--- config.mk ---
export PLATFORM = sky130hd
export DESIGN_NAME = ps2_host_tx
export DESIGN_NICKNAME = d
export VERILOG_FILES = /design/src/rtl/ps2_pkg.sv /design/src/rtl/ps2_line_sync.sv /design/src/rtl/ps2_host_tx.sv
export SDC_FILE = /design/constraint.sdc
export NUM_CORES = 1
export LEC_CHECK = 0
export BUFFER_PORTS_ARGS = -buffer_cell sky130_fd_sc_hd__buf_2
export CAP_MARGIN = 20
export CELL_PAD_IN_SITES_DETAIL_PLACEMENT = 0
export CELL_PAD_IN_SITES_GLOBAL_PLACEMENT = 2
export CORE_MARGIN = 2
export CORE_UTILIZATION = 39
export CTS_CLUSTER_DIAMETER = 120
export DETAILED_ROUTE_END_ITERATION = 10
export PLACE_DENSITY_LB_ADDON = 0.1
export SLEW_MARGIN = 25
export SYNTH_ARGS = -nofsm -noshare
export SYNTH_HDL_FRONTEND = slang
export SYNTH_SLANG_ARGS = --single-unit
--- constraint.sdc ---
create_clock -name Clk -period 2.8 [get_ports Clk]
set_clock_uncertainty 0.2 [all_clocks]
set_input_delay 0.56 -clock Clk [delete_from_list [all_inputs] [get_ports Clk]]
set_output_delay 0.56 -clock Clk [all_outputs]
set_load 0.005 [all_outputs]
--- src/rtl/ps2_pkg.sv ---
// Shared definitions for the PS/2 host transmitter: sequencer states and the
// microsecond-to-clock-cycle conversion used to size delays and timeouts.
package ps2_pkg;

    typedef enum logic [3:0] {
        IDLE    = 4'd0,
        INHIBIT = 4'd1,
        REQ     = 4'd2,
        DATA    = 4'd3,
        PARITY  = 4'd4,
        STOP    = 4'd5,
        ACK     = 4'd6,
        RELEASE = 4'd7,
        FINISH  = 4'd8
    } ps2_state_e;

    localparam int unsigned US_PER_S = 32'd1_000_000;

    // 64-bit product so large clock rates times long timeouts cannot overflow.
    function automatic int unsigned us_to_cycles(input int unsigned clk_hz, input int unsigned us);
        longint unsigned prod;
        prod = 64'(clk_hz) * 64'(us);
        return 32'(prod / 64'(US_PER_S));
    endfunction

endpackage

--- src/rtl/ps2_line_sync.sv ---
// Conditions one raw PS/2 line: two-flop synchronizer, a level filter that
// only changes after four identical samples, and a falling-edge pulse.
module ps2_line_sync (
    input  logic clk_i,
    input  logic rst_n_i,
    input  logic line_i,
    output logic level_o,
    output logic fall_o
);

    logic [1:0] sync_q;
    logic [3:0] hist_q;
    logic       level_q;
    logic       fall_q;

    // Idle bus is high, so everything resets to the released level.
    always_ff @(posedge clk_i or negedge rst_n_i) begin
        if (!rst_n_i) begin
            sync_q  <= 2'b11;
            hist_q  <= 4'b1111;
            level_q <= 1'b1;
            fall_q  <= 1'b0;
        end else begin
            sync_q <= {sync_q[0], line_i};
            hist_q <= {hist_q[2:0], sync_q[1]};
            fall_q <= 1'b0;
            if (hist_q == 4'b1111) begin
                level_q <= 1'b1;
            end else if (hist_q == 4'b0000) begin
                level_q <= 1'b0;
                fall_q  <= level_q;
            end else begin
                level_q <= level_q;
            end
        end
    end

    assign level_o = level_q;
    assign fall_o  = fall_q;

endmodule

--- src/rtl/ps2_host_tx.sv ---
// PS/2 host-to-device command transmitter: inhibits the clock, sends start,
// eight data bits LSB first, odd parity and stop, then checks the device ACK.
module ps2_host_tx
    import ps2_pkg::*;
#(
    parameter int CLK_HZ       = 50_000_000,
    parameter int INHIBIT_US   = 120,
    parameter int START_TMO_US = 15_000,
    parameter int XFER_TMO_US  = 2_000
) (
    input  logic       Clk,
    input  logic       Reset_n,
    input  logic       send,
    input  logic [7:0] data,
    input  logic       ps2_clk_in,
    input  logic       ps2_dat_in,
    output logic       ps2_clk_oe,
    output logic       ps2_dat_oe,
    output logic       busy,
    output logic       done,
    output logic       error
);

    localparam int unsigned INHIBIT_CYC = us_to_cycles(CLK_HZ, INHIBIT_US);
    localparam int unsigned START_CYC   = us_to_cycles(CLK_HZ, START_TMO_US);
    localparam int unsigned XFER_CYC    = us_to_cycles(CLK_HZ, XFER_TMO_US);
    localparam int unsigned MAX_A       = (INHIBIT_CYC > START_CYC) ? INHIBIT_CYC : START_CYC;
    localparam int unsigned CNT_MAX     = (MAX_A > XFER_CYC) ? MAX_A : XFER_CYC;
    localparam int          CNT_W       = $clog2(CNT_MAX + 1);

    localparam logic [CNT_W-1:0] INH_LAST   = CNT_W'(INHIBIT_CYC - 1);
    localparam logic [CNT_W-1:0] INH_PRE    = CNT_W'(INHIBIT_CYC - 2);
    localparam logic [CNT_W-1:0] START_LAST = CNT_W'(START_CYC - 1);
    localparam logic [CNT_W-1:0] XFER_LAST  = CNT_W'(XFER_CYC - 1);
    localparam logic [CNT_W-1:0] CNT_ZERO   = {CNT_W{1'b0}};
    localparam logic [CNT_W-1:0] CNT_FULL   = {CNT_W{1'b1}};

    ps2_state_e       state_q;
    logic [7:0]       data_q;
    logic             parity_q;
    logic [2:0]       bit_q;
    logic [CNT_W-1:0] cnt_q;
    logic             ack_err_q;
    logic             clk_oe_q;
    logic             dat_oe_q;
    logic             busy_q;
    logic             done_q;
    logic             error_q;

    logic             clk_lvl_s;
    logic             clk_fall_s;
    logic             dat_lvl_s;
    logic             dat_fall_unused_s;
    logic [CNT_W-1:0] cnt_inc_s;
    logic [2:0]       next_bit_s;
    logic             tmo_s;

    ps2_line_sync u_clk_sync (
        .clk_i   (Clk),
        .rst_n_i (Reset_n),
        .line_i  (ps2_clk_in),
        .level_o (clk_lvl_s),
        .fall_o  (clk_fall_s)
    );

    ps2_line_sync u_dat_sync (
        .clk_i   (Clk),
        .rst_n_i (Reset_n),
        .line_i  (ps2_dat_in),
        .level_o (dat_lvl_s),
        .fall_o  (dat_fall_unused_s)
    );

    // Saturating count; the start timeout uses the longer limit only while waiting in REQ.
    assign cnt_inc_s  = (cnt_q == CNT_FULL) ? cnt_q : cnt_q + CNT_W'(1);
    assign next_bit_s = bit_q + 3'd1;
    assign tmo_s      = (state_q == REQ) ? (cnt_q >= START_LAST) : (cnt_q >= XFER_LAST);

    // Transfer sequencer; every output is a register updated here.
    always_ff @(posedge Clk or negedge Reset_n) begin
        if (!Reset_n) begin
            state_q   <= IDLE;
            data_q    <= 8'h00;
            parity_q  <= 1'b0;
            bit_q     <= 3'd0;
            cnt_q     <= CNT_ZERO;
            ack_err_q <= 1'b0;
            clk_oe_q  <= 1'b0;
            dat_oe_q  <= 1'b0;
            busy_q    <= 1'b0;
            done_q    <= 1'b0;
            error_q   <= 1'b0;
        end else begin
            done_q  <= 1'b0;
            error_q <= 1'b0;
            case (state_q)
                IDLE: begin
                    clk_oe_q <= 1'b0;
                    dat_oe_q <= 1'b0;
                    busy_q   <= 1'b0;
                    if (send) begin
                        data_q   <= data;
                        parity_q <= ~^data;
                        cnt_q    <= CNT_ZERO;
                        busy_q   <= 1'b1;
                        clk_oe_q <= 1'b1;
                        state_q  <= INHIBIT;
                    end
                end
                INHIBIT: begin
                    if (cnt_q >= INH_LAST) begin
                        clk_oe_q <= 1'b0;
                        cnt_q    <= CNT_ZERO;
                        state_q  <= REQ;
                    end else begin
                        cnt_q <= cnt_inc_s;
                        if (cnt_q == INH_PRE) begin
                            dat_oe_q <= 1'b1;
                        end
                    end
                end
                REQ, DATA, PARITY, STOP, ACK: begin
                    cnt_q <= cnt_inc_s;
                    if (tmo_s) begin
                        clk_oe_q <= 1'b0;
                        dat_oe_q <= 1'b0;
                        done_q   <= 1'b1;
                        error_q  <= 1'b1;
                        state_q  <= FINISH;
                    end else if (clk_fall_s) begin
                        // Host changes data while the device holds the clock low.
                        case (state_q)
                            REQ: begin
                                dat_oe_q <= ~data_q[0];
                                bit_q    <= 3'd0;
                                state_q  <= DATA;
                            end
                            DATA: begin
                                dat_oe_q <= ~data_q[next_bit_s];
                                bit_q    <= next_bit_s;
                                if (next_bit_s == 3'd7) begin
                                    state_q <= PARITY;
                                end
                            end
                            PARITY: begin
                                dat_oe_q <= ~parity_q;
                                state_q  <= STOP;
                            end
                            STOP: begin
                                dat_oe_q <= 1'b0;
                                state_q  <= ACK;
                            end
                            ACK: begin
                                ack_err_q <= dat_lvl_s;
                                state_q   <= RELEASE;
                            end
                            default: begin
                                state_q <= IDLE;
                            end
                        endcase
                    end
                end
                RELEASE: begin
                    clk_oe_q <= 1'b0;
                    dat_oe_q <= 1'b0;
                    if (clk_lvl_s && dat_lvl_s) begin
                        done_q  <= 1'b1;
                        error_q <= ack_err_q;
                        state_q <= FINISH;
                    end
                end
                FINISH: begin
                    clk_oe_q <= 1'b0;
                    dat_oe_q <= 1'b0;
                    busy_q   <= 1'b0;
                    state_q  <= IDLE;
                end
                default: begin
                    clk_oe_q <= 1'b0;
                    dat_oe_q <= 1'b0;
                    busy_q   <= 1'b0;
                    state_q  <= IDLE;
                end
            endcase
        end
    end

    assign ps2_clk_oe = clk_oe_q;
    assign ps2_dat_oe = dat_oe_q;
    assign busy       = busy_q;
    assign done       = done_q;
    assign error      = error_q;

endmodule

* After elaboration in Yosys (flattened, before gate mapping)
Cells that the tools add are included.
** Word-level totals
- Register bits after elaboration :: 57
- Latch bits :: 0
- RAM bits :: 0
- Bits in read-only memories :: 0
- Bits of input ports :: 13
- Output and inout bits :: 5
- Word-level logic and storage cells :: 105
- Memories :: 0
** Operators by class
- $add $sub $neg :: 2
- $mul :: 0
- Divide/modulo/power cells :: 0
- $lt $le $gt $ge :: 4
- Eq/ne operators :: 21
- Shift operators :: 0
- Multiplexer cells :: 38
- Bitwise logic cells :: 4
- Reductions and logical operators :: 18
** Operators by type and width (count)
- 2-to-1 mux 20 bit :: 3
- case mux 20 bit (3 select lines) :: 1
- 2-to-1 mux 4 bit :: 6
- adder 20 x 1 -> 20 bit, second input constant :: 1
- == test 20 x 13 -> 1 bit, second input constant :: 1
- == test 20 bit, second input constant :: 1
- greater-or-equal comparator 20 x 13 -> 1 bit, second input constant :: 1
- greater-or-equal comparator 20 x 17 -> 1 bit, second input constant :: 1
- greater-or-equal comparator 20 bit, second input constant :: 1
- case mux 4 bit (5 select lines) :: 1
- 2-to-1 mux 1 bit :: 18
- == test 4 x 3 -> 1 bit, second input constant :: 4
- case mux 4 bit (4 select lines) :: 1
- logical NOT 4 bit :: 3
- inequality test 2 bit, second input constant :: 6
- AND reduction 4 bit :: 3
- == test 4 x 2 -> 1 bit, second input constant :: 2
- == test 4 bit, second input constant :: 2
- case mux 1 bit (2 select lines) :: 4
- XNOR reduction 8 bit :: 1
- OR reduction 7 bit :: 1
- inequality test 6 bit, second input constant :: 1
- case mux 3 bit (2 select lines) :: 1
- AND reduction 2 bit :: 3
- 15 further kinds :: 20

* Logic depth before layout (Yosys ltp)
- Depth after elaboration :: 8
- Mapped depth :: 8
- Mapped depth without buffers :: 7

* Hierarchy
A second synthesis with hierarchy kept.
** Unflattened totals
- Cells, all modules :: 316
- Area, all modules :: 3188.1 um2
** By module, submodules not included
- ps2_host_tx :: instances 1, cells an instance 290, area each 2692.6 um2
- ps2_line_sync :: instances 2, cells an instance 13, area each 247.7 um2

* Worst setup path before layout
No wires, ideal clock.
- Path type :: flip-flop to flip-flop
- Start point :: reg cnt_q[0]
- End point :: reg state_q[1]
- Arrival :: 1.752 ns
- Setup slack :: 0.718 ns
- Cell stages (with the launch flop) :: 8
- Path buffers :: 0
- Period minus slack after synthesis :: 2.082 ns
- Path through :: dfrtp_1 > ha_1 > a31o_2 > a31oi_2 > o311ai_4 > nor4b_1 > a311oi_1 > o21ai_0
** On the way
- Word-level cells in the longest chain between the ends :: 4
** Ends and longest elaborated chain
- start, declared :: RTL line ps2_host_tx.sv:42 : logic [CNT_W-1:0] cnt_q;
- start signal, assigned :: RTL line ps2_host_tx.sv:116 : cnt_q <= cnt_inc_s;
- start signal, assigned :: RTL line ps2_host_tx.sv:123 : cnt_q <= cnt_inc_s;
- greater-or-equal comparator 20 x 17 -> 1 bit or greater-or-equal comparator 20 bit (tied branches) :: RTL line ps2_host_tx.sv:77 : assign tmo_s = (state_q == REQ) ? (cnt_q >= START_LAST) : (cnt_q >= XFER_LAST);
- 2-to-1 mux 1 bit :: RTL line ps2_host_tx.sv:77
- inequality test 4 bit (no source line), or another cell as far along
- AND reduction 5 bit (no source line) or case mux 4 bit (4 select lines) (tied branches)
- end signal, assigned :: RTL line ps2_host_tx.sv:82 : state_q <= IDLE;
- end signal, assigned :: RTL line ps2_host_tx.sv:107 : state_q <= INHIBIT;
- end signal, assigned :: RTL line ps2_host_tx.sv:114 : state_q <= REQ;
- end, declared :: RTL line ps2_host_tx.sv:38 : ps2_state_e state_q;
Several ways; a longest one is shown, not always the timed one.
A chain may end at the register's enable or synchronous reset.

* Final worst setup path
- Start point :: reg state_q[0]
- End point :: reg clk_oe_q (netlist: ps2_clk_oe)
** On the way
- Word-level cells in the longest chain between the ends :: 4
** Ends and longest elaborated chain
- == test 4 x 2 -> 1 bit, or another cell as far along :: RTL line ps2_host_tx.sv:77, ps2_host_tx.sv:96
- OR reduction 5 bit or 2-to-1 mux 1 bit (tied branches) :: RTL line ps2_host_tx.sv:96, ps2_host_tx.sv:77
- inequality test 2 bit (no source line)
- AND reduction 2 bit (no source line)
- end signal, assigned :: RTL line ps2_host_tx.sv:88 : clk_oe_q <= 1'b0;
- end signal, assigned :: RTL line ps2_host_tx.sv:98 : clk_oe_q <= 1'b0;
- end signal, assigned :: RTL line ps2_host_tx.sv:106 : clk_oe_q <= 1'b1;
- end, declared :: RTL line ps2_host_tx.sv:44 : logic clk_oe_q;
Several ways; a longest one is shown, not always the timed one.

==> flow_metrics.tcl <==
set metrics [dict create \
    yosysMostFrequentCell "dfrtp_1" \
    synthTopCellsByArea "dfrtp_1 (35%), dfstp_2 (12%), xnor2_1 (4.8%), nor2_1 (4.2%), mux2_2 (2.9%)" \
    io_buffers 17 \
    async_flop_share 1.00 \
    antenna_found_initial 0 \
    fin_crit_ps 2440 \
    synthCells 310 \
    ant_nets 0 \
    grt_pass1_wl_um 12200 \
    syn-num-nets 327 \
    finalWirelength_um 7110 \
    synthTopCellsByCount "dfrtp_1 (43), nor2_1 (35), xnor2_1 (17), nor3_1 (16)" \
    nNetsFinal 347 \
    syn_avg_cell_area_um2 10.0 \
    ir_drop_uv 303 \
    dp.cells 420 \
    fin_setup_tns_ps 0 \
    wire_per_inst_um 16.3 \
    synth_area_leader_cell "dfrtp_1" \
    via_count 2417 \
    clkPwrFrac 0.254 \
    fin_cells 437 \
    dieArea_mm2 0.00869 \
    startpoint_type "flip-flop" \
    ioPinCount 18 \
    fp.coreArea_mm2 0.00773 \
    ctsHtreeMaxLevel 3 \
    grt_overflow 0 \
    post_cts_resized 0 \
    clk_pin_slew_ps 80 \
    power_frac_seq 0.394 \
    first_iter_violations 101 \
    die_x_um 93.2 \
    ys_seq_elements 57 \
    tightestPinTransition_ps 482 \
    slew_headroom 0.678 \
    yosysTopAreaCellShare 0.346 \
    synth_edf_count 0 \
    drive_above_1_share 0.242 \
    grt_pass1_vias 2381 \
    firstDrtPassIters 4 \
    worstSetupPathType "flip-flop to flip-flop" \
    status "completed" \
    intPower_uw 1840 \
    fmax_ghz 0.410 \
    power_switching_uw 1140 \
    grt_max_degree 44 \
    clk_path_buf_depth 2 \
    dieHeight_um 93.2 \
    cts.sinks 57 \
    setup_violations 0 \
    power_density_mw_per_mm2 850 \
    yosysUniqueCellTypes 62 \
    root_buffer "clkbuf_8" \
    antenna_cells 0 \
    finalCritPeriodShare 0.871 \
    synth-seq-area-share 0.465 \
    rsz0062_at_grt "no" \
    gp_congestion 0.799 \
    ys.flop_type "dfrtp_1" \
    drc_errors 0 \
    yosysWarnings 0 \
    synth_area_mm2 0.00311 \
    clock_latency_ps 340 \
    cap_violations 0 \
    totalPowerFinal_uw 2970 \
    hold_viol 0 \
    swShare 0.382 \
    crit_fanout 13 \
    cts_buffers 9 \
    cts_tree "yes" \
    hp-class "input port to flip-flop" \
    initial_core_util 0.402 \
    crit_required_ps 2830 \
    drv_slew 0 \
    p_leak_uw 0.00144 \
    crit_arrival_ps 2470 \
    combPwrFrac 0.352 \
    syn2layout_area_growth_pct 12.7 \
    final_util 0.453 \
    via_per_inst 5.53 \
    cp-end-kind "flip-flop" \
    fp-row-count 32 \
    grt_usage 0.183 \
    dp_hpwl_um 5170 \
]
-- flip-flops by register name (all words and copies together), names as in the netlist, 2 cells and up --
| name | count |
|---|---|
| u_dat_sync.sync_q | 2 |
| u_dat_sync.hist_q | 4 |
| data_q | 8 |
| u_clk_sync.hist_q | 4 |
| cnt_q | 20 |
| u_clk_sync.sync_q | 2 |
| state_q | 4 |
| bit_q | 3 |
-- worst max-delay path, stage by stage, from the launching register on --
cell and delay [ps]:
dfrtp_1 540, or4b_4 630, o211ai_2 100, o21ai_2 110, a21oi_2 330, o21ai_0 170
a21bo_2 240
-- area by class of cell --
class	instances	area (um^2)
fill	754	4230
timing repair buffer	26	168
sequential	57	1440
clock buffer	10	149
multi-input combinational	227	1530
tap	102	128
inverter	9	33.8
clock inverter	6	45.0
-- cells by family after synthesis --
group / Yosys count / synth area share
compound gates: 63 / 0.148
xor+xnor: 22 / 0.0620
fa+ha+maj: 4 / 0.0161
buf+inv: 26 / 0.0411
flops: 57 / 0.465
mux: 14 / 0.0568
simple gates: 124 / 0.211
-- metrics by stage --
step	hold slack, ps	cell area [um^2]	worst slack, ps
after floorplan	64.4	3110	718
after global placement	146	3300	325
after detailed placement	147	3300	356
after CTS	97.2	3500	340
after global routing	87.0	3500	178
final	116	3500	361
-- power by group through the flow --
| stage | registers [uW] | clock network (uW) | logic, uW |
|---|---|---|---|
| after floorplan | 1080 | 0 | 853 |
| after global placement | 1190 | 0 | 1050 |
| after global routing | 1200 | 820 | 1170 |
| after detailed placement | 1190 | 0 | 1050 |
| after CTS | 1170 | 785 | 1060 |
| final | 1170 | 754 | 1050 |
-- metal layers --
metal  global-route usage  up-vias  wire length (um)
li1                     -     1181                 -
met1                0.252     1183              3410
met2                0.281       43              3320
met3               0.0435       10               271
met4               0.0686        0               117
met5                    0        -                 0
-- layout by cell type, fill, tap and decap left out, types with 3 or more instances in the layout --
master	Yosys	layout
mux2i_1	3	3
buf_4	5	7
ha_1	4	4
a311oi_1	3	3
and3_1	7	7
mux2_2	8	8
nand2_1	15	15
o21ai_0	12	12
dfrtp_1	43	43
or3_1	3	3
nand4_1	9	9
nand3_1	14	14
nor2_1	35	35
clkbuf_8	0	9
nand2b_1	4	4
xnor2_1	17	17
inv_4	0	3
dfstp_2	14	14
nor3_1	16	16
a31oi_1	4	4
a21oi_1	15	15
inv_1	9	9
nor4_1	6	6
o31ai_1	3	3
xor2_1	5	5
buf_2	8	17
-- repair_timing --
item | CTS | global route
buffers inserted | 0 | 0
hold buffers | 1 | 0
hold endpoints to repair | 14 | 0
-- path summary, 6_finish.rpt --
| path | slack, ps | cells after the start | end | startpoint |
|---|---|---|---|---|
| max | 360 | 6 | ps2_clk_oe | state_q[0] |
| min | 120 | 1 | u_dat_sync.sync_q[0] | ps2_dat_in |
| max reg2reg | 360 | 6 | ps2_clk_oe | state_q[0] |
| min reg2reg | 160 | 0 | u_dat_sync.sync_q[1] | u_dat_sync.sync_q[0] |
| max in group asynchronous | 1320 | 3 | u_clk_sync.level_o | Reset_n |
| min in group asynchronous | 470 | 2 | cnt_q[9] | Reset_n |
Power figures use the tool's default switching activity.
